## config.mk

```make
export PLATFORM = sky130hd
export DESIGN_NAME = dbus_arb
export DESIGN_NICKNAME = d
export VERILOG_FILES = /design/src/rtl/rei_pkg.sv /design/src/rtl/dbus_arb_pick.sv /design/src/rtl/dbus_arb.sv
export SDC_FILE = /design/constraint.sdc
export NUM_CORES = 1
export LEC_CHECK = 0
export CAP_MARGIN = 20
export CELL_PAD_IN_SITES_DETAIL_PLACEMENT = 1
export CELL_PAD_IN_SITES_GLOBAL_PLACEMENT = 1
export CORE_AREA = 5 5 239 241
export DETAILED_ROUTE_END_ITERATION = 8
export DIE_AREA = 0 0 244 246
export GPL_ROUTABILITY_DRIVEN = 1
export PLACE_DENSITY = 0.65
export SYNTH_ARGS = -nofsm -noshare
export SYNTH_HDL_FRONTEND = slang
export SYNTH_SLANG_ARGS = --single-unit
```

## constraint.sdc

```tcl
create_clock -name clk_i -period 2.1 [get_ports clk_i]
set_input_delay 0.525 -clock clk_i [delete_from_list [all_inputs] [get_ports clk_i]]
set_output_delay 0.525 -clock clk_i [all_outputs]
set_load 0.05 [all_outputs]
```

## src/rtl/rei_pkg.sv

```systemverilog
// Shared data-side bus constants and the dbus_arb state encoding.
package rei_pkg;
    localparam int XLEN   = 64;
    localparam int XBYTES = XLEN / 8;

    typedef enum logic [1:0] {
        IDLE    = 2'd0,
        HOLD    = 2'd1,
        RD_WAIT = 2'd2
    } dbus_arb_state_e;
endpackage

```

## src/rtl/dbus_arb_pick.sv

```systemverilog
// Two-way grant picker for dbus_arb: fixed priority (requester 0 wins) or,
// with DBUS_ARB_RR_EN defined, round-robin where the non-pointer requester wins a tie.
module dbus_arb_pick (
    input  logic [1:0] req,
    input  logic       ptr,
    output logic [1:0] gnt
);
`ifdef DBUS_ARB_RR_EN
    always_comb begin
        gnt = req;
        // ptr holds the last granted requester, so the other one takes the tie
        if (req == 2'b11) gnt = ptr ? 2'b01 : 2'b10;
    end
`else
    logic unused_ptr;
    assign unused_ptr = ptr;

    always_comb begin
        gnt = 2'b00;
        if (req[0])      gnt = 2'b01;
        else if (req[1]) gnt = 2'b10;
    end
`endif
endmodule

```

## src/rtl/dbus_arb.sv

```systemverilog
// Two-requester data-bus arbiter: zero-cycle issue, grant held until accept,
// one outstanding read. Optional round-robin via DBUS_ARB_RR_EN.
module dbus_arb
    import rei_pkg::*;
(
    input  logic              clk_i,
    input  logic              rst_i,
    input  logic              m0_arvalid_i,
    input  logic              m0_wvalid_i,
    input  logic [XLEN-1:0]   m0_addr_i,
    input  logic [XLEN-1:0]   m0_wdata_i,
    input  logic [XBYTES-1:0] m0_wstrb_i,
    output logic              m0_ready_o,
    output logic              m0_rvalid_o,
    output logic [XLEN-1:0]   m0_rdata_o,
    input  logic              m1_arvalid_i,
    input  logic              m1_wvalid_i,
    input  logic [XLEN-1:0]   m1_addr_i,
    input  logic [XLEN-1:0]   m1_wdata_i,
    input  logic [XBYTES-1:0] m1_wstrb_i,
    output logic              m1_ready_o,
    output logic              m1_rvalid_o,
    output logic [XLEN-1:0]   m1_rdata_o,
    output logic              s_arvalid_o,
    output logic              s_wvalid_o,
    output logic [XLEN-1:0]   s_addr_o,
    output logic [XLEN-1:0]   s_wdata_o,
    output logic [XBYTES-1:0] s_wstrb_o,
    input  logic              s_ready_i,
    input  logic              s_rvalid_i,
    input  logic [XLEN-1:0]   s_rdata_i,
    output logic              err_o
);
    dbus_arb_state_e state_q, state_d;
    logic       owner_q, owner_d;
    logic       err_q, err_set;
    logic       ptr;
    logic [1:0] req, gnt;
    logic       sel, active, sel_wr, accept, rd_done;

    assign req = {m1_arvalid_i | m1_wvalid_i, m0_arvalid_i | m0_wvalid_i};

    dbus_arb_pick u_pick (
        .req (req),
        .ptr (ptr),
        .gnt (gnt)
    );

    always_comb begin
        state_d = state_q;
        owner_d = owner_q;
        sel     = owner_q;
        active  = 1'b0;
        case (state_q)
            IDLE: begin
                sel    = gnt[1];
                active = |req;
            end
            HOLD:    active = 1'b1;
            RD_WAIT: if (s_rvalid_i) state_d = IDLE;
            default: state_d = IDLE;
        endcase
        if (rst_i) active = 1'b0;
        // arvalid+wvalid together is illegal; the write wins
        sel_wr = sel ? m1_wvalid_i : m0_wvalid_i;
        accept = active & s_ready_i;
        if (active) begin
            owner_d = sel;
            if (!s_ready_i)  state_d = HOLD;
            else if (sel_wr) state_d = IDLE;
            else             state_d = RD_WAIT;
        end
    end

    assign s_wvalid_o  = active & sel_wr;
    assign s_arvalid_o = active & ~sel_wr;
    assign s_addr_o    = !active ? '0 : (sel ? m1_addr_i  : m0_addr_i);
    assign s_wdata_o   = !active ? '0 : (sel ? m1_wdata_i : m0_wdata_i);
    assign s_wstrb_o   = !active ? '0 : (sel ? m1_wstrb_i : m0_wstrb_i);
    assign m0_ready_o  = accept & ~sel;
    assign m1_ready_o  = accept & sel;

    assign rd_done     = (state_q == RD_WAIT) & s_rvalid_i & ~rst_i;
    assign m0_rvalid_o = rd_done & ~owner_q;
    assign m1_rvalid_o = rd_done & owner_q;
    assign m0_rdata_o  = m0_rvalid_o ? s_rdata_i : '0;
    assign m1_rdata_o  = m1_rvalid_o ? s_rdata_i : '0;

    assign err_set = (s_rvalid_i & (state_q != RD_WAIT))
                   | (m0_arvalid_i & m0_wvalid_i)
                   | (m1_arvalid_i & m1_wvalid_i);
    assign err_o   = err_q;

    always_ff @(posedge clk_i) begin
        if (rst_i) begin
            state_q <= IDLE;
            owner_q <= 1'b0;
            err_q   <= 1'b0;
        end else begin
            state_q <= state_d;
            owner_q <= owner_d;
            if (err_set) err_q <= 1'b1;
        end
    end

`ifdef DBUS_ARB_RR_EN
    logic ptr_q;
    always_ff @(posedge clk_i) begin
        if (rst_i)       ptr_q <= 1'b0;
        else if (accept) ptr_q <= sel;
    end
    assign ptr = ptr_q;
`else
    assign ptr = 1'b0;
`endif
endmodule
```

Yosys cells after proc, flatten, opt, wreduce, memory -nomap -nowiden --
Index checks and enable logic that the tools add are counted.
Storage, ports and cells: input bits 344, output and inout bits 271, register bits 4, logic and storage cells 51
Cells by class: bitwise logic cells 20, reductions and logical operators 4, multiplexer cells 19, equal/unequal tests 5
Operator list (count):
- 2-to-1 mux 64 bit | 6
- 2-to-1 mux 8 bit | 2
- AND 1 bit | 12
- 2-to-1 mux 2 bit | 6
- inverter 1 bit | 4
- OR 1 bit | 4
- case mux 2 bit (2 select lines) | 1
- OR reduction 2 bit | 2
- 2-to-1 mux 1 bit | 3
- inequality test 3 bit (second input constant) | 1
- equality test 2 x 1 -> 1 bit (second input constant) | 1
- equality test 2 bit (second input constant) | 1
- logical NOT 2 bit | 1
- inequality test 2 x 1 -> 1 bit (second input constant) | 1
- inequality test 2 bit (second input constant) | 1
- case mux 1 bit (2 select lines) | 1
- AND reduction 2 bit | 1

Longest topological paths before layout --
Gate-level depths: netlist (run 1).
depth after elaboration 8, mapped depth 8, mapped depth without buffers 4

By module --
Synthesis (run 1) repeated with hierarchy kept, for this count alone.
Unflattened totals: cell total of the unflattened synthesis 667, area total of the unflattened synthesis 4222.8 µm²
By module, submodules not included:
- dbus_arb | cells an instance 665, area an instance 4201.5 µm², seq. area each 80.1 µm², times used 1
- dbus_arb_pick | cells an instance 2, area an instance 21.3 µm², seq. area each 0.0 µm², times used 1

Least setup slack after synthesis (run 1) --
Ideal clock, no wire load.
kind in2out, start point input port m1_wvalid_i, end point output port s_wdata_o[62], data required time 1575 ps, path buffers 3, slack -1003 ps, arrival 2578 ps, stages on the path 7, cell sequence or2_1 -> buf_4 -> nand2_4 -> buf_6 -> buf_6 -> mux2i_1 -> a211oi_1
On the way: longest elaborated chain between the ends 6, elaborated cells between the ends (all ways) 9, classes of those cells mux: 7; bitwise: 1; reduce/logical: 1
Ends and longest elaborated chain:
- from (decl) | line dbus_arb.sv:17 | input logic m1_wvalid_i,
- OR 1 bit * | line dbus_arb.sv:41 | assign req = {m1_arvalid_i | m1_wvalid_i, m0_arvalid_i | m0_wvalid_i};
- 2-to-1 mux 2 bit | line dbus_arb_pick.sv:21 | else if (req[1]) gnt = 2'b10;
- 2-to-1 mux 2 bit | line dbus_arb_pick.sv:20 | if (req[0]) gnt = 2'b01;
- 2-to-1 mux 1 bit | line dbus_arb.sv:54 | case (state_q)
- 2-to-1 mux 64 bit | line dbus_arb.sv:78 | assign s_wdata_o = !active ? '0 : (sel ? m1_wdata_i : m0_wdata_i);
- 2-to-1 mux 64 bit * | line dbus_arb.sv:78
- to (decl) | line dbus_arb.sv:27 | output logic [XLEN-1:0] s_wdata_o,
Every way passes the cells marked *; elsewhere a longest branch is shown, timed or not.

Worst setup path after layout (run 1) --
start point input port m1_wvalid_i, end point output port s_wdata_o[24]
The elaborated chain is that of the path after synthesis.

==> qor.tcl, run 1 <==
set qor(run_status) {finished with violations}
set qor(violations) {negative setup slack}
set qor(core_area_mm2) 0.0547
set qor(setup_repair_after_global_routing_missed_its_margin) {true}
set qor(yosys-mux-area-fraction_pct) 21.2
set qor(detailedRoute.firstIterationViolations) 229
set qor(crit_path_cell_trace) {buf_8, or2_4, buf_6, nand2_8, buf_12, buf_8, buf_6, buf_12, mux2i_4, a211oi_4, buf_12}
set qor(post_synthesis_instance_area_mm2) 0.00643
set qor(pin_count) 615
set qor(io_buffer_count) 614
set qor(arrival_ns) 2.15
set qor(clk_root_buffer_cell) {clkbuf_16}
set qor(crit_path_end_kind) {output port}
set qor(remaining_global_route_overflow) 0
set qor(period_minus_slack_ns) 2.68
set qor(final_min_period_over_clock_period_pct) 127
set qor(synth-simple-area-share_pct) 27.7
set qor(max_slew_margin_pct) 68.5
set qor(flip_flop_and_latch_count_after_synthesis) 4
set qor(biggest_fanout_along_the_worst_timing_path) 6
set qor(grt_pass1_wl_um) 77000
set qor(clk_pin_slew_worst_paths_ns) 0.04
set qor(power.ir.vdd_worst_mv) 0.206
set qor(postSynthNetCount) 1158
set qor(dp.cells) 2192
set qor(grt_util_met3_pct) 4.12
set qor(report.final.slew_viol_count) 0
set qor(hold_start) {err_o}
set qor(grt_antenna_before_repair) 26
set qor(post_synth.cell_area_avg_um2) 7.90
set qor(overall_routing_resource_usage_pct) 16.7
set qor(place.detailed.hpwl_um) 41600
set qor(drive_above_1_share_pct) 56.7
set qor(die_y_um) 246
set qor(dr.pass1.iters) 4
set qor(total_via_count_after_detailed_routing) 10037
set qor(synthXorXnorAreaFrac_pct) 0
set qor(path_class) {in2out}
set qor(layout.core_utilization_pct) 37.9
set qor(achievable-frequency_mhz) 374
set qor(use_met1_pct) 16.8
set qor(viasPerCell) 4.38
set qor(hold_path.class) {reg2reg}
set qor(tritoncts) {done}
set qor(htree_depth) 1
set qor(largest_clock_skew_in_the_final_design_ns) 0.00618
set qor(gp_congestion) 0.839
set qor(synth_top_family_by_area) {compound AO/OA/AOI/OAI gates}
set qor(cp.required_ns) 1.57
set qor(grt_start_max_net_pins) 63
set qor(power.density_cell_area_mw_per_mm2) 307
set qor(critPathLaunchType) {input pin}
set qor(report.final.hold_viol_count) 0
set qor(worst_margin_pin_slew_ns) 0.470
set qor(final-setup-viol-count) 270
set qor(power_leakage_nw) 7.73
set qor(die_area_mm2) 0.0600
set qor(max_cap_violations) 0
set qor(grt_use_met2_pct) 33.2
set qor(bufs_on_longest_clock_path) 2
set qor(layoutNonFillerInstCount) 2294
set qor(fin_nets) 1916
set qor(ys_warn_count) 0
set qor(critical_path.reg2reg.startpoint) {state_q[0]}
set qor(worst_setup_slack_after_placement_ns) -1.17
set qor(fp.dieW_um) 244
set qor(grt_busiest_layer) {met2}
set qor(final_area_mm2) 0.0207
set qor(initial_core_utilization_pct) 11.8
set qor(placement_rows) 86
set qor(avgRoutedWirePerCell_um) 24.3
set qor(synthAdderAreaFrac_pct) 0
set qor(total_clock_buffers_created_by_cts) 3
set qor(final.hold.worst_slack_ns) 0.615
set qor(synth_seq_area_share_pct) 1.24
set qor(clock_sink_count) 4
set qor(critical-path-slowest-cell) {a211oi_4}
set qor(synth-compound-area-share_pct) 41.0
set qor(areaGrowthSynthToFinish_pct) 222
set qor(totalWireLength_um) 55800
set qor(drt_drc_violations_left) 0
set qor(cpMostUsedCell) {buf_12}
set qor(timing.critical_path.slowest_cell_delay_ns) 0.29
set qor(synthDistinctLibCells) 26
set qor(placement.cell_area_mm2) 0.0179
set qor(clock_insertion_delay_worst_skew_ns) 0.24
set qor(timing.critical_path.from) {m1_wvalid_i}
set qor(grt_pass1_vias) 11203
set qor(drtAntennaViolNets) 0
set qor(synth_cells) 814
set qor(num-fill-cells) 5825
set qor(setup_ws_final_ns) -0.577
sequential cells by signal, indices dropped and copies added, names as in the netlist:
name,count
err_o,1
owner_q,1
state_q,2
kinds of logic (layout without fill, tap and decap cells):
group,count (synthesis),count (layout)
muxes,136,136
other,0,19
buffers and inverters,109,866
AOI/OAI and AO/OA,279,279
DFF,4,4
and+or+nand+nor,286,286
final timing paths:
check	end	cells after the start	slack [ns]
hold / removal	err_o	2	0.62
setup reg to reg	state_q[0]	6	0.61
setup / recovery	s_wdata_o[24]	11	-0.58
hold reg to reg	err_o	2	0.62
synthesized netlist by cell type (all sizes together):
library cell	instances	share of area [%]
nand2	4	0.35
o21ai	2	0.16
nor2	5	0.29
a32o	1	0.16
mux2i	136	21
dfxtp	4	1.2
buf	40	4.8
clkbuf	66	3.9
or3	1	0.097
a221oi	2	0.27
or2	2	0.19
a21oi	2	0.16
nor4	1	0.19
nand3	1	0.078
and3	3	0.29
nor3	2	0.16
a211oi	272	40
nor2b	137	13
inv	3	0.18
nor3b	1	0.19
and2	129	13
area by class of cell:
class	count	area (µm²)	share of cell area, %
Timing Repair Buffer	859	11800	56.9
Multi-Input combinational cell	701	7830	37.8
Tap cell	704	881	4.25
Sequential cell	4	91.3	0.441
Clock buffer	4	78.8	0.381
Antenna cell	19	47.5	0.230
Inverter	3	11.3	0.0544
power breakdown:
group | internal (W) | total, W | switching [W]
logic | 0.00295 | 0.00593 | 0.00298
clock network | 0.000254 | 0.000337 | 0.0000832
registers | 0.0000801 | 0.0000886 | 0.00000850
critical path: cells and delay by family:
kind	cells	cell delay [ns]
buf+inv	7	0.91
simple gates	2	0.34
compound gates	1	0.29
mux	1	0.06
per-stage QoR:
step                      TNS (ns)  power [W]
after floorplan             -67.85    0.00264
after global placement     -192.54    0.00524
after detailed placement   -194.88    0.00533
after CTS                  -108.83    0.00609
after global routing       -123.72    0.00662
final                      -113.16    0.00636
cell usage in the layout (no fill, tap or decap), types with 2 or more instances in the layout:
cell,netlist,layout
a211oi_1,162,136
a211oi_2,110,46
a211oi_4,0,90
a21oi_1,2,2
and2_4,0,129
and3_4,0,3
buf_12,0,290
buf_16,0,18
buf_4,7,131
buf_6,15,58
buf_8,0,12
clkbuf_16,0,14
clkdlybuf4s50_1,0,337
dfxtp_4,0,3
diode_2,0,19
inv_1,3,3
mux2i_1,136,57
mux2i_2,0,25
mux2i_4,0,54
nand2_4,1,2
nor2_4,0,4
nor2b_1,137,137
o21ai_0,2,2
or2_4,0,2
metal layers:
| layer | up-vias | share of wire [%] |
|---|---|---|
| met5 | - | 0.073 |
| met4 | 6 | 3.8 |
| met3 | 71 | 6.4 |
| met2 | 454 | 55 |
| met1 | 4947 | 34 |
| li1 | 4559 | - |
what timing repair did:
action | in CTS | in global routing
buffers inserted | 41 | 24
setup endpoints to repair | 270 | 270
gates cloned | 18 | 9
pin swaps | 125 | 51
resized for setup | 249 | 142
hold buffers | 0 | 0
No activity file was read; power rests on OpenSTA's default activity.
==> inputs of run 2 (changes only) <==
Settings changed: CORE_AREA 5 5 239 241 to 3 3 237 239, DIE_AREA 0 0 244 246 to 0 0 240 242.
==> run 2 against run 1 <==
  * The flow still finishes with violations (negative setup slack)
  * Cell area rose by 1.0%
  * Via count increased by 0.70%
  * Maximum frequency is 0.57% higher
  * Combinational power increased by 1%
  * Critical endpoint is now s_addr_o[15]
  * Highest routed layer unchanged
==> qor.tcl, run 2 (same netlist as run 1, synthesis figures left out) <==
set qor(r2r.worst_path.cells) 7 ;# was 6
set qor(viasPerCell) 4.42 ;# was 4.38
set qor(grt_pass1_wl_um) 79700 ;# was 77000 µm
set qor(power.ir.vdd_worst_mv) 0.228 ;# was 0.206 mV
set qor(bufs_on_longest_clock_path) 2 ;# unchanged
set qor(detailedRoute.firstIterationViolations) 237 ;# was 229
set qor(setup_repair_after_global_routing_missed_its_margin) {true} ;# unchanged
set qor(clock_insertion_delay_worst_skew_ns) 0.24 ;# about the same
set qor(max_slew_margin_pct) 58.7 ;# was 68.5%
set qor(layout.cells.most_common_list) {clkdlybuf4s50_1, buf_12, nor2b_1} ;# unchanged
set qor(area_of_combinational_cells_with_multiple_inputs_mm2) 0.00778 ;# was 0.00783 mm²
set qor(core_area_mm2) 0.0540 ;# was 0.0547 mm²
set qor(placement_rows) 85 ;# was 86
set qor(die_area_mm2) 0.0581 ;# was 0.0600 mm²
set qor(clk_pin_slew_worst_paths_ns) 0.04 ;# about the same
set qor(total_clock_buffers_created_by_cts) 3 ;# unchanged
set qor(setup_ws_final_ns) -0.561 ;# was -0.577 ns
set qor(tritoncts) {done} ;# unchanged
set qor(fin_nets) 1920 ;# was 1916
set qor(cp.required_ns) 1.57 ;# about the same
set qor(remaining_global_route_overflow) 0 ;# unchanged
set qor(period_minus_slack_ns) 2.66 ;# was 2.68 ns
set qor(avgRoutedWirePerCell_um) 25.4 ;# was 24.3 µm
set qor(report.final.slew_viol_count) 0 ;# unchanged
set qor(timing.rr.end) {state_q[1]} ;# was state_q[0]
set qor(io_buffer_count) 614 ;# unchanged
set qor(areaGrowthSynthToFinish_pct) 225 ;# was 222%
set qor(final-setup-viol-count) 270 ;# unchanged
set qor(violations) {negative setup slack} ;# unchanged
set qor(die_y_um) 242 ;# was 246 µm
set qor(layoutNonFillerInstCount) 2288 ;# was 2294
set qor(initial_core_utilization_pct) 11.9 ;# was 11.8%
set qor(register_area_um2) 91.3 ;# unchanged
set qor(totalWireLength_um) 58100 ;# was 55800 µm
set qor(top_register) {state_q} ;# unchanged
set qor(final_min_period_over_clock_period_pct) 127 ;# about the same
set qor(hold_end) {err_o} ;# unchanged
set qor(final.hold.worst_slack_ns) 0.626 ;# was 0.615 ns
set qor(path_class) {in2out} ;# unchanged
set qor(min_path_cells) 2 ;# unchanged
set qor(critPathLaunchType) {input pin} ;# unchanged
set qor(rrSetupSlack_ns) 0.50 ;# was 0.61 ns
set qor(gp_congestion) 0.812 ;# was 0.839
set qor(total_via_count_after_detailed_routing) 10107 ;# was 10037
set qor(overall_routing_resource_usage_pct) 18.4 ;# was 16.7%
set qor(dp.cells) 2188 ;# was 2192
set qor(max_cap_violations) 0 ;# unchanged
set qor(largest_clock_skew_in_the_final_design_ns) 0.00575 ;# was 0.00618 ns
set qor(grt_start_max_net_pins) 72 ;# was 63
set qor(biggest_fanout_along_the_worst_timing_path) 7 ;# was 6
set qor(place.detailed.hpwl_um) 42200 ;# was 41600 µm
set qor(drt_drc_violations_left) 0 ;# unchanged
set qor(pin_count) 615 ;# unchanged
set qor(drive_above_1_share_pct) 55.7 ;# was 56.7%
set qor(power.density_cell_area_mw_per_mm2) 307 ;# about the same
set qor(hold_path.class) {reg2reg} ;# unchanged
set qor(dr.pass1.iters) 4 ;# unchanged
set qor(layout_commonest_cell) {clkdlybuf4s50_1} ;# unchanged
set qor(htree_depth) 1 ;# unchanged
set qor(num-fill-cells) 5734 ;# was 5825
set qor(arrival_ns) 2.14 ;# was 2.15 ns
set qor(fp.dieW_um) 240 ;# was 244 µm
set qor(grt_pass1_vias) 11231 ;# was 11203
set qor(achievable-frequency_mhz) 376 ;# was 374 MHz
set qor(report.final.hold_viol_count) 0 ;# unchanged
set qor(run_status) {finished with violations} ;# unchanged
set qor(clock_sink_count) 4 ;# unchanged
set qor(power_leakage_nw) 7.90 ;# was 7.73 nW
set qor(largest_register_ffs) 2 ;# unchanged
set qor(worst_margin_pin_slew_ns) 0.616 ;# was 0.470 ns
set qor(drtAntennaViolNets) 0 ;# unchanged
set qor(clk_root_buffer_cell) {clkbuf_16} ;# unchanged
set qor(hold_start) {err_o} ;# unchanged
set qor(critical_path.reg2reg.startpoint) {state_q[0]} ;# unchanged
set qor(crit_path_end_kind) {output port} ;# unchanged
set qor(grt_antenna_before_repair) 27 ;# was 26
==> run 2: cell count changes in the layout (fill, tap and decap cells not counted), sizes merged <==
cell    before  now
bufbuf       0    2
nand2        4    5
diode       19   17
clkbuf      15   12
buf        510  514
==> run 2: layer usage <==
metal	global-route usage, %	share of wire, %
met1	18.0	34
met2	35.6	55
met3	4.82	7.0
met4	8.59	4.3
met5	0	0.12
==> run 2: stage by stage <==
stage	util, %	instance area (µm²)	worst slack, ns	total power, W	setup TNS (ns)
final	38.7	20900	-0.561	0.00643	-117.83
after global routing	38.7	20900	-0.609	0.00668	-131.79
after CTS	37.4	20200	-0.603	0.00624	-115.98
after detailed placement	33.3	18000	-1.09	0.00533	-216.97
after global placement	33.3	18000	-1.07	0.00524	-212.05
after floorplan	-	7370	-0.584	0.00264	-67.85
==> run 2: cell type report <==
type | instances | area share, %
flip-flops and latches | 4 | 0.437
inverters | 3 | 0.0538
diodes | 17 | 0.203
repair buffers | 862 | 57.6
well taps | 696 | 4.16
multi-input cells | 702 | 37.2
clock buffers | 4 | 0.377
==> run 2: timing repair <==
item / in CTS / in global routing
endpoints found under the setup margin: 271 / 270
gates resized for setup: 255 / 108
pin swaps: 88 / 34
hold buffers: 0 / 0
setup buffers: 47 / 6
gates cloned: 25 / 8
==> run 2: worst max-delay path: stages <==
cell and delay (ns):
buf_6 0.10, or2_4 0.28, buf_8 0.16, nand2_8 0.14, buf_6 0.14, buf_12 0.14, mux2i_1 0.34, a211oi_4 0.12
buf_12 0.17
==> run 2: how the worst max path moves through the flow <==
stage / endpoint / depth (start not counted) / slack (ns) / start
detailed placement: s_addr_o[8] / 8 / -1.09 / m1_arvalid_i
CTS: s_wdata_o[41] / 9 / -0.60 / m1_arvalid_i
floorplan: s_addr_o[15] / 8 / -0.58 / m1_wvalid_i
global placement: s_addr_o[8] / 8 / -1.07 / m1_arvalid_i
finish: s_addr_o[15] / 9 / -0.56 / m1_arvalid_i
global route: s_addr_o[1] / 9 / -0.61 / m1_arvalid_i
==> run 2: where the power goes <==
group	total [W]	switching [W]	internal, W
clock network	0.000329	0.0000763	0.000253
logic	0.00601	0.00304	0.00297
registers	0.0000916	0.0000114	0.0000802
total	0.00643	0.00313	0.00330
